<file path="src/rtl/lsu_dbus_master.sv">
// Load/store initiator on the core data bus: one RV32 load/store becomes one bus
// transaction with lane select, write replication, misalign/timeout detection and load extension.
module lsu_dbus_master #(
  parameter int XLEN    = 32,
  parameter int TIMEOUT = 15
) (
  input  logic            clk,
  input  logic            rst_n,
  input  logic            lsu_req_i,
  input  logic            lsu_we_i,
  input  logic [2:0]      lsu_funct3_i,
  input  logic [XLEN-1:0] lsu_addr_i,
  input  logic [XLEN-1:0] lsu_wdata_i,
  output logic            lsu_stall_o,
  output logic            lsu_valid_o,
  output logic [XLEN-1:0] lsu_rdata_o,
  output logic            lsu_misalign_o,
  output logic            lsu_err_o,
  output logic            dbus_req_o,
  output logic            dbus_w_en_o,
  output logic [XLEN-1:0] dbus_addr_o,
  output logic [XLEN-1:0] dbus_wdata_o,
  output logic [3:0]      dbus_sel_byte_o,
  input  logic [XLEN-1:0] dbus_rdata_i,
  input  logic            dbus_ack_i,
  input  logic            dbus_store_busy_i
);
  localparam int CW = $clog2(TIMEOUT + 1);
  localparam logic [CW-1:0] TMAX = CW'(TIMEOUT);

  typedef enum logic [1:0] {IDLE, LOAD, STORE, RESP} state_e;

  state_e          state_q, state_d;
  logic [CW-1:0]   cnt_q, cnt_d;
  logic [2:0]      f3_q, f3_d;
  logic            req_q, req_d, we_q, we_d;
  logic [XLEN-1:0] addr_q, addr_d, wdata_q, wdata_d, rdata_q, rdata_d;
  logic [3:0]      sel_q, sel_d;
  logic            valid_q, valid_d, mis_q, mis_d, err_q, err_d;

  logic [1:0]      sz;
  logic            bad;
  logic [3:0]      sel_new;
  logic [XLEN-1:0] wdata_new, ext;
  logic [7:0]      bsel;
  logic [15:0]     hsel;

  assign sz = lsu_funct3_i[1:0];

  // Request decode: misalignment, illegal funct3, lane select and store replication
  always_comb begin
    bad = 1'b0;
    if (sz == 2'b01 && lsu_addr_i[0])           bad = 1'b1;
    if (sz == 2'b10 && lsu_addr_i[1:0] != 2'b00) bad = 1'b1;
    if (sz == 2'b11)                             bad = 1'b1;
    if (lsu_we_i && lsu_funct3_i[2])             bad = 1'b1;
    if (!lsu_we_i && lsu_funct3_i == 3'b110)     bad = 1'b1;
    case (sz)
      2'b00:   sel_new = 4'b0001 << lsu_addr_i[1:0];
      2'b01:   sel_new = lsu_addr_i[1] ? 4'b1100 : 4'b0011;
      default: sel_new = 4'b1111;
    endcase
    case (sz)
      2'b00:   wdata_new = {4{lsu_wdata_i[7:0]}};
      2'b01:   wdata_new = {2{lsu_wdata_i[15:0]}};
      default: wdata_new = lsu_wdata_i;
    endcase
  end

  // Load field extraction uses the latched address/funct3
  always_comb begin
    bsel = dbus_rdata_i[{addr_q[1:0], 3'b000} +: 8];
    hsel = addr_q[1] ? dbus_rdata_i[31:16] : dbus_rdata_i[15:0];
    case (f3_q)
      3'b000:  ext = {{24{bsel[7]}}, bsel};
      3'b001:  ext = {{16{hsel[15]}}, hsel};
      3'b100:  ext = {24'b0, bsel};
      3'b101:  ext = {16'b0, hsel};
      default: ext = dbus_rdata_i;
    endcase
  end

  always_comb begin
    state_d = state_q;
    cnt_d   = cnt_q;
    f3_d    = f3_q;
    req_d   = req_q;
    we_d    = we_q;
    addr_d  = addr_q;
    wdata_d = wdata_q;
    sel_d   = sel_q;
    rdata_d = rdata_q;
    valid_d = 1'b0;
    mis_d   = 1'b0;
    err_d   = 1'b0;
    case (state_q)
      IDLE: begin
        if (lsu_req_i) begin
          if (bad) begin
            mis_d   = 1'b1;
            state_d = RESP;
          end else begin
            state_d = lsu_we_i ? STORE : LOAD;
            req_d   = 1'b1;
            we_d    = lsu_we_i;
            addr_d  = lsu_addr_i;
            wdata_d = wdata_new;
            sel_d   = sel_new;
            f3_d    = lsu_funct3_i;
            cnt_d   = '0;
          end
        end
      end
      LOAD, STORE: begin
        // Completion takes priority over a timeout landing in the same cycle
        if ((state_q == LOAD) ? dbus_ack_i : !dbus_store_busy_i) begin
          valid_d = 1'b1;
          if (state_q == LOAD) rdata_d = ext;
          state_d = RESP;
          req_d   = 1'b0;
          we_d    = 1'b0;
        end else if (cnt_q == TMAX) begin
          err_d   = 1'b1;
          rdata_d = '0;
          state_d = RESP;
          req_d   = 1'b0;
          we_d    = 1'b0;
        end else begin
          cnt_d = cnt_q + CW'(1);
        end
      end
      RESP:    state_d = IDLE;
      default: state_d = IDLE;
    endcase
  end

  always_ff @(posedge clk or negedge rst_n) begin
    if (!rst_n) begin
      state_q <= IDLE;
      cnt_q   <= '0;
      f3_q    <= '0;
      req_q   <= 1'b0;
      we_q    <= 1'b0;
      addr_q  <= '0;
      wdata_q <= '0;
      sel_q   <= '0;
      rdata_q <= '0;
      valid_q <= 1'b0;
      mis_q   <= 1'b0;
      err_q   <= 1'b0;
    end else begin
      state_q <= state_d;
      cnt_q   <= cnt_d;
      f3_q    <= f3_d;
      req_q   <= req_d;
      we_q    <= we_d;
      addr_q  <= addr_d;
      wdata_q <= wdata_d;
      sel_q   <= sel_d;
      rdata_q <= rdata_d;
      valid_q <= valid_d;
      mis_q   <= mis_d;
      err_q   <= err_d;
    end
  end

  assign lsu_stall_o     = (state_q == LOAD) || (state_q == STORE) || (state_q == IDLE && lsu_req_i);
  assign lsu_valid_o     = valid_q;
  assign lsu_misalign_o  = mis_q;
  assign lsu_err_o       = err_q;
  assign lsu_rdata_o     = rdata_q;
  assign dbus_req_o      = req_q;
  assign dbus_w_en_o     = we_q;
  assign dbus_addr_o     = addr_q;
  assign dbus_wdata_o    = wdata_q;
  assign dbus_sel_byte_o = sel_q;
endmodule

</file>
<file path="config.mk">
export PLATFORM = sky130hd
export DESIGN_NAME = lsu_dbus_master
export DESIGN_NICKNAME = d
export VERILOG_FILES = /design/src/rtl/lsu_dbus_master.sv
export SDC_FILE = /design/constraint.sdc
export NUM_CORES = 1
export LEC_CHECK = 0
export CAP_MARGIN = 20
export CORE_MARGIN = 5
export CORE_UTILIZATION = 39
export CTS_BUF_LIST = sky130_fd_sc_hd__clkbuf_16
export DETAILED_ROUTE_END_ITERATION = 10
export GPL_ROUTABILITY_DRIVEN = 0
export GPL_TIMING_DRIVEN = 0
export PLACE_DENSITY = 0.76
export SYNTH_ARGS = -nofsm -noshare
export SYNTH_HDL_FRONTEND = slang
export SYNTH_SLANG_ARGS = --single-unit
</file>
<file path="constraint.sdc">
create_clock -name clk -period 2.07 [get_ports clk]
set_clock_uncertainty 0.2 [all_clocks]
set_input_delay 0.207 -clock clk [delete_from_list [all_inputs] [get_ports clk]]
set_output_delay 0.207 -clock clk [all_outputs]
set_load 0.05 [all_outputs]
</file>
# Yosys cells after proc, flatten, opt, wreduce, memory -nomap -nowiden
# Index checks and enable logic that the tools add are counted.
[totals]
out_inout_bits = 106
register_bits = 114
inputBits = 105
elab_cells = 95
[classes]
n_shift = 2
eq_ne = 17
n_addsub = 1
n_mux = 41
n_bitwise = 1
reduce_logical = 21
[op_table]
columns = ["cell", "count"]
rows = [
  ["32-bit case mux with 4 select lines", 1],
  ["32-bit two-way mux", 3],
  ["32-bit case mux with 2 select lines", 1],
  ["32-bit by 6-bit variable part select with 8-bit output", 1],
  ["1-bit two-way mux", 20],
  ["4-bit two-way mux", 5],
  ["16-bit two-way mux", 1],
  ["4-bit case mux with 2 select lines", 2],
  ["2-bit two-way mux", 5],
  ["2-bit != test, second input constant", 5],
  ["3-bit == test, second input constant", 3],
  ["2-bit == test, second input constant", 4],
  ["2-bit case mux with 3 select lines", 1],
  ["3-bit AND reduction", 2],
  ["2-bit nonzero test", 3],
  ["1-bit logical AND", 5],
  ["5-bit AND reduction", 1],
  ["4-bit by 1-bit adder with 4-bit output, second input constant", 1],
  ["2-bit by 1-bit == test with 1-bit output, second input constant", 2],
  ["4-bit == test, second input constant", 1],
  ["2-bit logical NOT", 2],
  ["1-bit case mux with 2 select lines", 2],
  ["4-bit AND reduction", 1],
  ["1-bit by 2-bit << shifter with 4-bit output, first input constant", 1],
  ["8 further kinds", 10],
]

# Logic depth before layout (Yosys ltp)
[depth]
depth_word = 10
ltp_mapped = 9
mapped_depth_nobuf = 7

# Least setup slack after synthesis
# Ideal clock, no wire load.
[synth_path]
path_kind = "reg-to-reg"
start = "reg addr_q[1] (netlist: dbus_addr_o[1])"
end = "reg rdata_q[10] (netlist: lsu_rdata_o[10])"
arrival_time_ns = 1.950
setup_slack_ns = -0.198
t_required_ns = 1.752
path_stages_with_launch = 6
period_less_slack_ns = 2.268
cell_sequence = "dfrtp_1 > mux4_2 > and2b_2 > a21oi_2 > a221oi_1 > a21o_1"
[synth_between]
elab_chain_cells = 4
[synth_lines]
columns = ["element", "line_no", "source"]
rows = [
  ["start, declared", "37", "logic [XLEN-1:0] addr_q, addr_d, wdata_q, wdata_d, rdata_q, rdata_d;"],
  ["start signal, assigned", "157", "addr_q <= addr_d;"],
  ["32-bit by 6-bit variable part select with 8-bit output / 16-bit two-way mux (equally long branches)", "72, 73", ""],
  ["32-bit case mux with 4 select lines *", "74", "case (f3_q)"],
  ["32-bit two-way mux *", "118", "if (state_q == LOAD) rdata_d = ext;"],
  ["32-bit two-way mux *", "116", "if ((state_q == LOAD) ? dbus_ack_i : !dbus_store_busy_i) begin"],
  ["end signal, assigned", "160", "rdata_q <= rdata_d;"],
  ["end, declared", "37", ""],
]
# Every way passes the cells marked *; elsewhere a longest branch is shown, timed or not. The select of a mux whose other input is x is not followed.
# A chain may end at the register's enable or synchronous reset.

# Worst setup path after layout
[layout_path]
start = "reg state_q[1]"
end = "reg rdata_q[17] (netlist: lsu_rdata_o[17])"
[layout_between]
elab_chain_cells = 4
[layout_lines]
columns = ["element", "line_no", "source"]
rows = [
  ["start, declared", "33", "state_e state_q, state_d;"],
  ["start signal, assigned", "152", "state_q <= state_d;"],
  ["2-bit by 1-bit == test with 1-bit output", "96, 116, 118", ""],
  ["1-bit two-way mux", "116", ""],
  ["2-bit != test (no line) / 2-bit nonzero test (equally long branches)", "-", ""],
  ["3-bit AND reduction (no line)", "-", ""],
]
# Several ways; a longest one is shown, not always the timed one.

==> results.ini <==
[timing]
worst_hold_slack_ps = 129
slew_violations = 0
max-slew-margin-rel_pct = 33.1
tightest_slew_ps = 999
fmax_ghz = 0.482
fin_ws_ps = -6.28
finalHoldViolations = 0
rsz0062_at_grt = yes
setup_violations = 2
min_period_ps = 2080
final.period_utilization_pct = 100

[floorplan]
die_area_mm2 = 0.0156
start_util_pct = 39.4
io_pins = 211
core_area_mm2 = 0.0131
die_h_um = 125
rows = 42
chipWidth_um = 125

[run]
max-cap-violations = 0

[synthesis]
syn-mean-instance-area_um2 = 10.8
ys_ff_latch = 114
muxShareOfSynthArea_pct = 14.5
synth-async-reset-ratio_pct = 100
synth-compound-area-share_pct = 15.5
yosysWarnings = 0
syn_inst = 478
netlist_area_mm2 = 0.00515
ys.flop_type = dfrtp_1
synth_nets = 586
yosys.area_share.simple_pct = 10.1
synth_top_family_by_area = compound AO/OA/AOI/OAI gates
synth_seq_area_share_pct = 55.4
synthAdderAreaFrac_pct = 0.729
synth_edf_count = 0
synth_xor_area_share_pct = 0
yosys.cell_types.count = 44

[finish]
final_cell_mix = clkdlybuf4s50_1 (205), dfrtp_1 (112), nand2_1 (75), mux2_1 (43), o21ai_1 (38)
diodes = 0
stdcell_count = 908
fin_nets = 829
final_area_mm2 = 0.00846
drive_above_1_share_pct = 13.4
syn_to_final_growth_pct = 64.2
layout_commonest_cell = clkdlybuf4s50_1
fill_cells = 1011

[routing]
via_count = 4758
wl_per_cell_um = 18.1
drc_errors = 0
via_per_inst = 5.24
dr.pass1.iters = 7
final_antenna_net_count = 0
first_iter_violations = 369
drt-total-wl_mm = 16.5

[global_routing]
grt_first_pass_wirelength_mm = 25.6
grt_max_degree = 63
grt_overflow = 0
antenna_found_initial = 0
grt_pass1_vias = 4941
track_usage_pct = 20.3

[clock_tree]
path_clk_slew_ps = 50
clock_sinks = 114
cts_made_buffers = 17
cts_tree = built
clk_latency_ps = 400
cts_max_level = 4
root_buffer = clkbuf_16
cts_buffer_depth = 2

[setup_path]
ff2ff_setup_slack_ps = -6
worst-path-stages = 8
rr_worst_depth = 8
cp_top_family = compound AO/OA/AOI/OAI gates
r2r-end = lsu_rdata_o[17]
r2r_start = state_q[1]
cp.arrival_ps = 2170
crit_fanout = 7
worstSetupEndpoint = lsu_rdata_o[17]
startpoint = state_q[1]
cp-start-kind = flop
slowest_stage = a2111oi_4
path_buf_inv = 2
criticalPathCategory = flop to flop
endpoint_kind = flop
cp.required_ps = 2160
crit_path_cell_trace = inv_2 -> ha_4 -> nand2_4 -> a2111oi_4 -> nor2b_4 -> clkbuf_16 -> a22oi_2 -> nand2_2
crit_path_max_incr_delay_ps = 400

[placed_design]
placed_cells = 864
pre_cts_slack_ps = -462
io_buffers = 209
post_dp_cell_area_mm2 = 0.00750
place_hpwl_mm = 12.0

[pwr]
pwr_density_cell_mw_per_mm2 = 1790
total_power_w = 0.0151
power.leakage_nw = 3.80
vdd_drop_max_mv = 0.939

[worst_hold_path]
hp-class = input pin to asynchronous set/reset pin

[run_status]
run_status = finished with violations
violations = negative setup slack

state kept, by name, summed over array words and instances, names as in the netlist, 2 cells and up:
name,cells
dbus_addr_o,32
dbus_wdata_o,32
cnt_q,4
f3_q,3
lsu_rdata_o,32
dbus_sel_byte_o,4
state_q,2
power breakdown:
| group | switching, W | leakage (nW) | internal, W | total, W |
|---|---|---|---|---|
| sequential | 0.000629 | 1.42 | 0.00326 | 0.00389 |
| combinational | 0.00550 | 2.10 | 0.00309 | 0.00859 |
| clock | 0.000950 | 0.279 | 0.00171 | 0.00266 |
| total | 0.00708 | 3.80 | 0.00806 | 0.0151 |
metrics by stage:
stage	TNS, ps	util (%)
after floorplan	-345	-
after global placement	-467630	57.1
after detailed placement	-38380	57.3
after CTS	0	62.5
after global routing	-830	64.6
final	-8.37	64.6
cell families (layout without fill, tap and decap cells):
group	Yosys count	in the layout
AO/OA/AOI/OAI	122	122
AND/OR/NAND/NOR	125	125
flip-flops	114	114
buffers and inverters	46	300
multiplexers	68	68
adder cells (fa/ha/maj)	3	3
final cells by class:
class / instances / area, um2 / area share (%)
repair buffers: 226 / 2300 / 27.2
plain buffers: 29 / 210 / 2.49
multi-input cells: 318 / 2290 / 27.0
well taps: 176 / 220 / 2.60
inverters: 15 / 56.3 / 0.666
flip-flops and latches: 114 / 2860 / 33.8
clock inverters: 13 / 106 / 1.26
clock buffers: 17 / 425 / 5.03
what timing repair did:
action / CTS / global route
hold buffers: 1 / 0
endpoints found under the hold margin: 53 / 0
cloned: 0 / 3
endpoints found under the setup margin: 108 / 36
setup buffers: 3 / 9
resized for setup: 40 / 39
pin swaps: 1 / 12
worst min-delay path by stage:
stage | slack [ps] | end | startpoint
6_report | 130 | cnt_q[2] | rst_n
5_1_grt | 170 | lsu_misalign_o | lsu_funct3_i[0]
4_1_cts | 110 | lsu_misalign_o | lsu_funct3_i[0]
3_5_place_dp | -10 | dbus_addr_o[23] | rst_n
3_3_place_gp | 260 | lsu_rdata_o[4] | lsu_rdata_o[4]
2_1_floorplan | -290 | cnt_q[0] | rst_n
layer usage:
metal	global-route usage (%)	part of all wire (%)	vias to the layer above
li1	-	-	2173
met1	24.1	40	2334
met2	34.3	49	222
met3	7.08	9.1	29
met4	7.02	2.1	0
met5	0	0	-
synth_stat cells, types with 2 or more instances:
cell      instances  area share, %
nor2_1           26            1.9
o21ai_0           5           0.49
o21ai_1          38            3.7
dfrtp_1         114             55
inv_2             2           0.15
ha_1              3           0.73
mux2i_1          24            4.7
mux2_1           43            9.4
a22oi_1          17            2.5
nor3_1            3           0.29
a21o_1            8            1.2
nand3_1           3           0.29
clkbuf_1         19            1.4
o211ai_1          2           0.29
o22ai_1           7           0.85
and2_1            2           0.24
inv_1            12           0.87
a22o_1            3           0.51
a21oi_1          15            1.5
nor2b_1           2           0.24
o31ai_1           9            1.3
buf_2            10           0.97
nand2_1          79            5.8
nand2b_1          5           0.61
a221oi_1          8            1.4
(Power assumes the default switching activity.)
